<file path="src/rtl/ut_dot_sequencer.sv">
// Read sequencer feeding the Ut-row dot-product stage: issues one contiguous
// DPRAM read burst per trigger, aligns operand strobes, then waits for the result.
module ut_dot_sequencer #(
    parameter int  MAX_LEN     = 512,
    parameter int  RD_LAT      = 2,
    parameter int  TIMEOUT_CYC = 1024,
    localparam int ADDR_W      = $clog2(MAX_LEN)
) (
    input  logic              sysClk,
    input  logic              reset,
    input  logic              trig,
    input  logic [9:0]        vec_len,
    input  logic              result_done,
    output logic              rd_en,
    output logic [ADDR_W-1:0] rd_addr,
    output logic              ut_tvalid,
    output logic              vec_tvalid,
    output logic              vec_tlast,
    output logic              busy,
    output logic              done,
    output logic              timeout,
    output logic [15:0]       lat_cnt,
    output logic [15:0]       overrun_cnt
);

    localparam int          TW        = $clog2(TIMEOUT_CYC + 1);
    localparam logic [9:0]  MAX_LEN_V = 10'(MAX_LEN);

    typedef enum logic [1:0] {
        IDLE     = 2'd0,
        ISSUE    = 2'd1,
        DRAIN    = 2'd2,
        WAIT_RES = 2'd3
    } state_e;

    state_e              state_q, state_d;
    logic [9:0]          len_q, len_d;
    logic [ADDR_W-1:0]   addr_q, addr_d;
    logic                rd_en_q, rd_en_d;
    logic                last_q, last_d;
    logic [RD_LAT-1:0]   vld_pipe_q, vld_pipe_d;
    logic [RD_LAT-1:0]   lst_pipe_q, lst_pipe_d;
    logic [2:0]          drain_q, drain_d;
    logic [TW-1:0]       wait_q, wait_d;
    logic [15:0]         lat_acc_q, lat_acc_d;
    logic [15:0]         lat_cnt_q, lat_cnt_d;
    logic [15:0]         ovr_q, ovr_d;
    logic [9:0]          len_clip_s;
    logic                done_s;
    logic                timeout_s;

    // Completion strobes land in the cycle result_done is seen, while still in WAIT_RES.
    assign done_s    = (state_q == WAIT_RES) && result_done;
    assign timeout_s = (state_q == WAIT_RES) && !result_done &&
                       (wait_q == TW'(TIMEOUT_CYC - 1));
    assign len_clip_s = (vec_len > MAX_LEN_V) ? MAX_LEN_V : vec_len;

    // Next-state logic for the FSM, strobe pipeline and status counters.
    always_comb begin
        state_d    = state_q;
        len_d      = len_q;
        addr_d     = addr_q;
        rd_en_d    = rd_en_q;
        last_d     = last_q;
        drain_d    = drain_q;
        wait_d     = wait_q;
        lat_acc_d  = lat_acc_q;
        lat_cnt_d  = lat_cnt_q;
        ovr_d      = ovr_q;
        vld_pipe_d = (vld_pipe_q << 1) | RD_LAT'(rd_en_q);
        lst_pipe_d = (lst_pipe_q << 1) | RD_LAT'(last_q);

        if ((state_q != IDLE) && (lat_acc_q != 16'hFFFF)) begin
            lat_acc_d = lat_acc_q + 16'd1;
        end else begin
            lat_acc_d = lat_acc_q;
        end

        if (trig && (state_q != IDLE) && (ovr_q != 16'hFFFF)) begin
            ovr_d = ovr_q + 16'd1;
        end else begin
            ovr_d = ovr_q;
        end

        case (state_q)
            IDLE: begin
                if (trig && (vec_len != 10'd0)) begin
                    state_d   = ISSUE;
                    len_d     = len_clip_s;
                    addr_d    = '0;
                    rd_en_d   = 1'b1;
                    last_d    = (len_clip_s == 10'd1);
                    lat_acc_d = 16'd1;
                end else begin
                    state_d = IDLE;
                end
            end
            ISSUE: begin
                if (last_q) begin
                    state_d = DRAIN;
                    rd_en_d = 1'b0;
                    last_d  = 1'b0;
                    addr_d  = '0;
                    drain_d = 3'd0;
                end else begin
                    addr_d = addr_q + ADDR_W'(1);
                    last_d = ((10'(addr_q) + 10'd2) == len_q);
                end
            end
            DRAIN: begin
                if (drain_q == 3'(RD_LAT - 1)) begin
                    state_d = WAIT_RES;
                    wait_d  = '0;
                end else begin
                    drain_d = drain_q + 3'd1;
                end
            end
            WAIT_RES: begin
                if (result_done) begin
                    state_d   = IDLE;
                    lat_cnt_d = lat_acc_q;
                end else if (timeout_s) begin
                    state_d = IDLE;
                end else begin
                    wait_d = wait_q + TW'(1);
                end
            end
            default: begin
                state_d = IDLE;
            end
        endcase
    end

    // State and output registers with synchronous reset.
    always_ff @(posedge sysClk) begin
        if (reset) begin
            state_q    <= IDLE;
            len_q      <= 10'd0;
            addr_q     <= '0;
            rd_en_q    <= 1'b0;
            last_q     <= 1'b0;
            vld_pipe_q <= '0;
            lst_pipe_q <= '0;
            drain_q    <= 3'd0;
            wait_q     <= '0;
            lat_acc_q  <= 16'd0;
            lat_cnt_q  <= 16'd0;
            ovr_q      <= 16'd0;
        end else begin
            state_q    <= state_d;
            len_q      <= len_d;
            addr_q     <= addr_d;
            rd_en_q    <= rd_en_d;
            last_q     <= last_d;
            vld_pipe_q <= vld_pipe_d;
            lst_pipe_q <= lst_pipe_d;
            drain_q    <= drain_d;
            wait_q     <= wait_d;
            lat_acc_q  <= lat_acc_d;
            lat_cnt_q  <= lat_cnt_d;
            ovr_q      <= ovr_d;
        end
    end

    assign rd_en       = rd_en_q;
    assign rd_addr     = addr_q;
    assign ut_tvalid   = vld_pipe_q[RD_LAT-1];
    assign vec_tvalid  = vld_pipe_q[RD_LAT-1];
    assign vec_tlast   = lst_pipe_q[RD_LAT-1];
    assign busy        = (state_q != IDLE);
    assign done        = done_s;
    assign timeout     = timeout_s;
    assign lat_cnt     = lat_cnt_q;
    assign overrun_cnt = ovr_q;

endmodule

</file>
<file path="config.mk">
export PLATFORM = sky130hd
export DESIGN_NAME = ut_dot_sequencer
export DESIGN_NICKNAME = d
export VERILOG_FILES = /design/src/rtl/ut_dot_sequencer.sv
export SDC_FILE = /design/constraint.sdc
export NUM_CORES = 1
export LEC_CHECK = 0
export CORE_MARGIN = 1
export CORE_UTILIZATION = 61
export CTS_BUF_LIST = sky130_fd_sc_hd__clkbuf_8
export DETAILED_ROUTE_END_ITERATION = 10
export GPL_TIMING_DRIVEN = 0
export HOLD_SLACK_MARGIN = 0.1
export PLACE_DENSITY = 0.89
export SLEW_MARGIN = 20
export SYNTH_ARGS = -nofsm -noshare
export SYNTH_HDL_FRONTEND = slang
export SYNTH_SLANG_ARGS = --single-unit
export TNS_END_PERCENT = 30
</file>
<file path="constraint.sdc">
create_clock -name sysClk -period 5.2 [get_ports sysClk]
set_input_delay 1.04 -clock sysClk [delete_from_list [all_inputs] [get_ports sysClk]]
set_output_delay 1.04 -clock sysClk [all_outputs]
set_load 0.02 [all_outputs]
</file>
==> results.toml <==
[cells_and_area]
final_nets = 601
syn_to_final_growth_pct = 21.5
multiInputGateArea_sq_mm = 0.00239
regArea_sq_mm = 0.00178
drive_gt1_share_pct = 6.56
n_fill_cell = 468
insertedDiodeCount = 0

[route]
drc_errors = 0
dr.pass1.iters = 4
drt_iter0_markers = 235
drt-total-wl_mm = 10.3
routed_via_density = 5.91
vias = 3988
wl_per_cell_um = 15.2
ant_nets = 0

[power]
cellPowerDensity_mw_per_mm2 = 308
p_sw_uw = 510
clockPowerShare_pct = 29.9
seqPwrFrac_pct = 46.5
p_int_uw = 1100
sw_frac_of_total_pct = 31.7
power.leakage_uw = 0.00178
total_power_uw = 1610
ir_drop_mv = 0.226
combPwrFrac_pct = 23.6

[synthesis]
synth_edf_count = 0
mappedNetlistArea_sq_mm = 0.00431
synth_top_family_by_area = "simple AND/OR/NAND/NOR gates"
ys_async_sr_fraction_pct = 0
synthSimpleGateAreaFrac_pct = 26.9
synth.area.mux_share_pct = 1.86
syn_nets = 529
synth-adder-area-share_pct = 3.48
synthCells = 503
synth.distinct_cells = 61
synthFlopType = "dfxtp_1"
synth_sequential_area_ratio_pct = 41.3
synth_area_per_cell_sq_um = 8.57
ys_warn_count = 0
yosys_register_bits = 89
synth_compound_area_share_pct = 14.0
synth-xor-area-share_pct = 9.14

[die]
die_area_sq_mm = 0.00741
io_pins = 62
core_area_sq_mm = 0.00679
die_h_um = 86.1
start_util_pct = 63.5
rows = 30
die_w_um = 86.1

[clocking]
cts_inserted_buffers = 9
cts_tree = "built"
clkLatencyLatePin_ns = 0.35
cts_hold_buf = 0
cts_setup_buffers = 0
ctsResizeCount = 0
htree_levels = 3
path_clk_slew_ns = 0.08
cts.path.max_buffers = 2
clock-sinks = 89
cts_root_buf = "clkbuf_8"

[grt]
grt_pass1_wl_mm = 17.0
track_usage_pct = 28.9
grt_pass1_vias = 3705
antenna_found_initial = 0
grt_start_max_net_pins = 14
overflow = 0

[sta]
setup_viol_count_final = 0
period_needed_ns = 4.18
slew_headroom_pct = 46.9
slew_viol_final = 0
clock.fmax_ghz = 0.239
clock_skew_ns = 0.00820
period_share_pct = 80.4
rsz0062_at_grt = "false"
setup-tns-final_ns = 0
hold_violations = 0
max_slew.worst_pin.slew_ns = 0.790

[setup_path]
startpoint = "result_done"
setup.worst_path.end = "done"
r2r_end = "wait_q[10]"
r2r-start = "state_q[1]"
r2r_slack_ns = 2.49
critical_path_class = "in2out"
endpoint_kind = "primary output"
crit_required_ns = 4.16
crit_fanout = 10
reg2regPathDepth = 7
cp_data_arrival_time_ns = 3.14
start_kind = "input pin"

[flow_run]
maxCapViolations = 0

[hold_path]
min_path_type = "reg2reg"

[place]
gp_congestion = 0.868
port_buffers = 61
dp_hpwl_mm = 7.30

[status]
status = "complete, no violations"
[layout make-up]
class	count	share of cell area (%)
multi-input combinational	380	45.6
sequential	89	34.0
timing repair buffer	61	11.7
clock buffer	11	2.89
tap	96	2.29
buffer	20	1.72
inverter	14	1.00
clock inverter	4	0.836
[critical path, stage by stage]
cell and delay [ns]:
clkdlybuf4s50_1 0.48, nand2_1 0.23, clkinv_1 0.30, clkbuf_1 0.40, clkdlybuf4s50_1 0.69
[stage by stage]
| step | worst slack (ns) | area [sq um] | hold WS (ns) | std cells | utilization, % |
|---|---|---|---|---|---|
| floorplan | 2.42 | 4310 | 0.414 | 503 | - |
| global placement | 1.10 | 5040 | 0.421 | 660 | 74.2 |
| detailed placement | 1.05 | 5040 | 0.429 | 660 | 74.2 |
| CTS | 1.04 | 5240 | 0.448 | 675 | 77.1 |
| global route | 0.945 | 5240 | 0.470 | 675 | 77.1 |
| finish | 1.02 | 5240 | 0.438 | 675 | 77.1 |
[flip-flops by register name, summed over array words and instances, names as in the netlist]
signal / flops
rd_addr: 9
len_q: 10
lat_acc_q: 16
drain_q: 3
overrun_cnt: 16
lat_cnt: 16
wait_q: 11
state_q: 2
rd_en: 1
vld_pipe_q: 2
lst_pipe_q: 2
last_q: 1
[synthesized netlist by cell type, types with 7 or more instances]
cell type | n | share of area, %
a21oi_1 | 37 | 4.3
a22o_1 | 8 | 1.6
clkbuf_1 | 11 | 0.96
dfxtp_1 | 89 | 41
ha_1 | 12 | 3.5
inv_1 | 13 | 1.1
nand2_1 | 64 | 5.6
nand3_1 | 18 | 2.1
nand4_1 | 16 | 2.3
nor2_1 | 59 | 5.1
nor2b_1 | 7 | 1.0
nor3_1 | 11 | 1.3
o21ai_0 | 11 | 1.3
xnor2_1 | 21 | 4.3
xor2_1 | 24 | 4.9
[layer usage]
metal / global-route usage, % / wire [um]
met2: 50.5 / 5090
met3: 3.66 / 438
met4: 12.0 / 240
met1: 35.8 / 4510
met5: 0 / 0
[cell families (layout without fill, tap and decap cells)]
kind of cell    count (synthesis)  in the layout
xor+xnor                       45             45
simple gates                  225            225
compound gates                 91             91
fa+ha+maj                      12             12
flops                          89             89
mux                             7              7
buf+inv                        34            110
[power by group through the flow]
stage          registers, uW  logic [uW]  clock network [uW]
2_1_floorplan            768         248                   0
3_3_place_gp             763         357                   0
3_5_place_dp             765         369                   0
4_1_cts                  749         376                 481
5_1_grt                  755         416                 510
6_report                 750         380                 482
[placed cells by master, fill, tap and decap left out, drive strengths merged, types with 3 or more instances in the layout]
master,netlist,final
nor2b,7,7
and4,3,3
and3,3,3
o31ai,4,4
clkbuf,11,22
clkinv,1,3
nand3,19,19
a21oi,37,37
o211ai,8,8
nor4,7,7
nor3,12,12
nor3b,3,3
inv,13,14
a22o,8,8
clkdlybuf4s50,0,61
a211oi,6,6
nor2,59,59
or4,9,9
dfxtp,89,89
a2111oi,3,3
nand4,16,16
xor2,24,24
ha,12,12
nand2b,4,4
nand2,64,64
or3,6,6
nand4b,4,4
xnor2,21,21
buf,9,9
o21ai,11,11
mux2i,5,5
[worst min-delay path by stage]
| stage | from | depth (start not counted) | to |
|---|---|---|---|
| global route | vld_pipe_q[0] | 1 | vld_pipe_q[1] |
| global placement | lst_pipe_q[0] | 1 | lst_pipe_q[1] |
| detailed placement | lst_pipe_q[0] | 1 | lst_pipe_q[1] |
| CTS | lst_pipe_q[0] | 1 | lst_pipe_q[1] |
| finish | lst_pipe_q[0] | 1 | lst_pipe_q[1] |
| floorplan | lst_pipe_q[0] | 1 | lst_pipe_q[1] |
No activity file was read; power rests on OpenSTA's default activity.
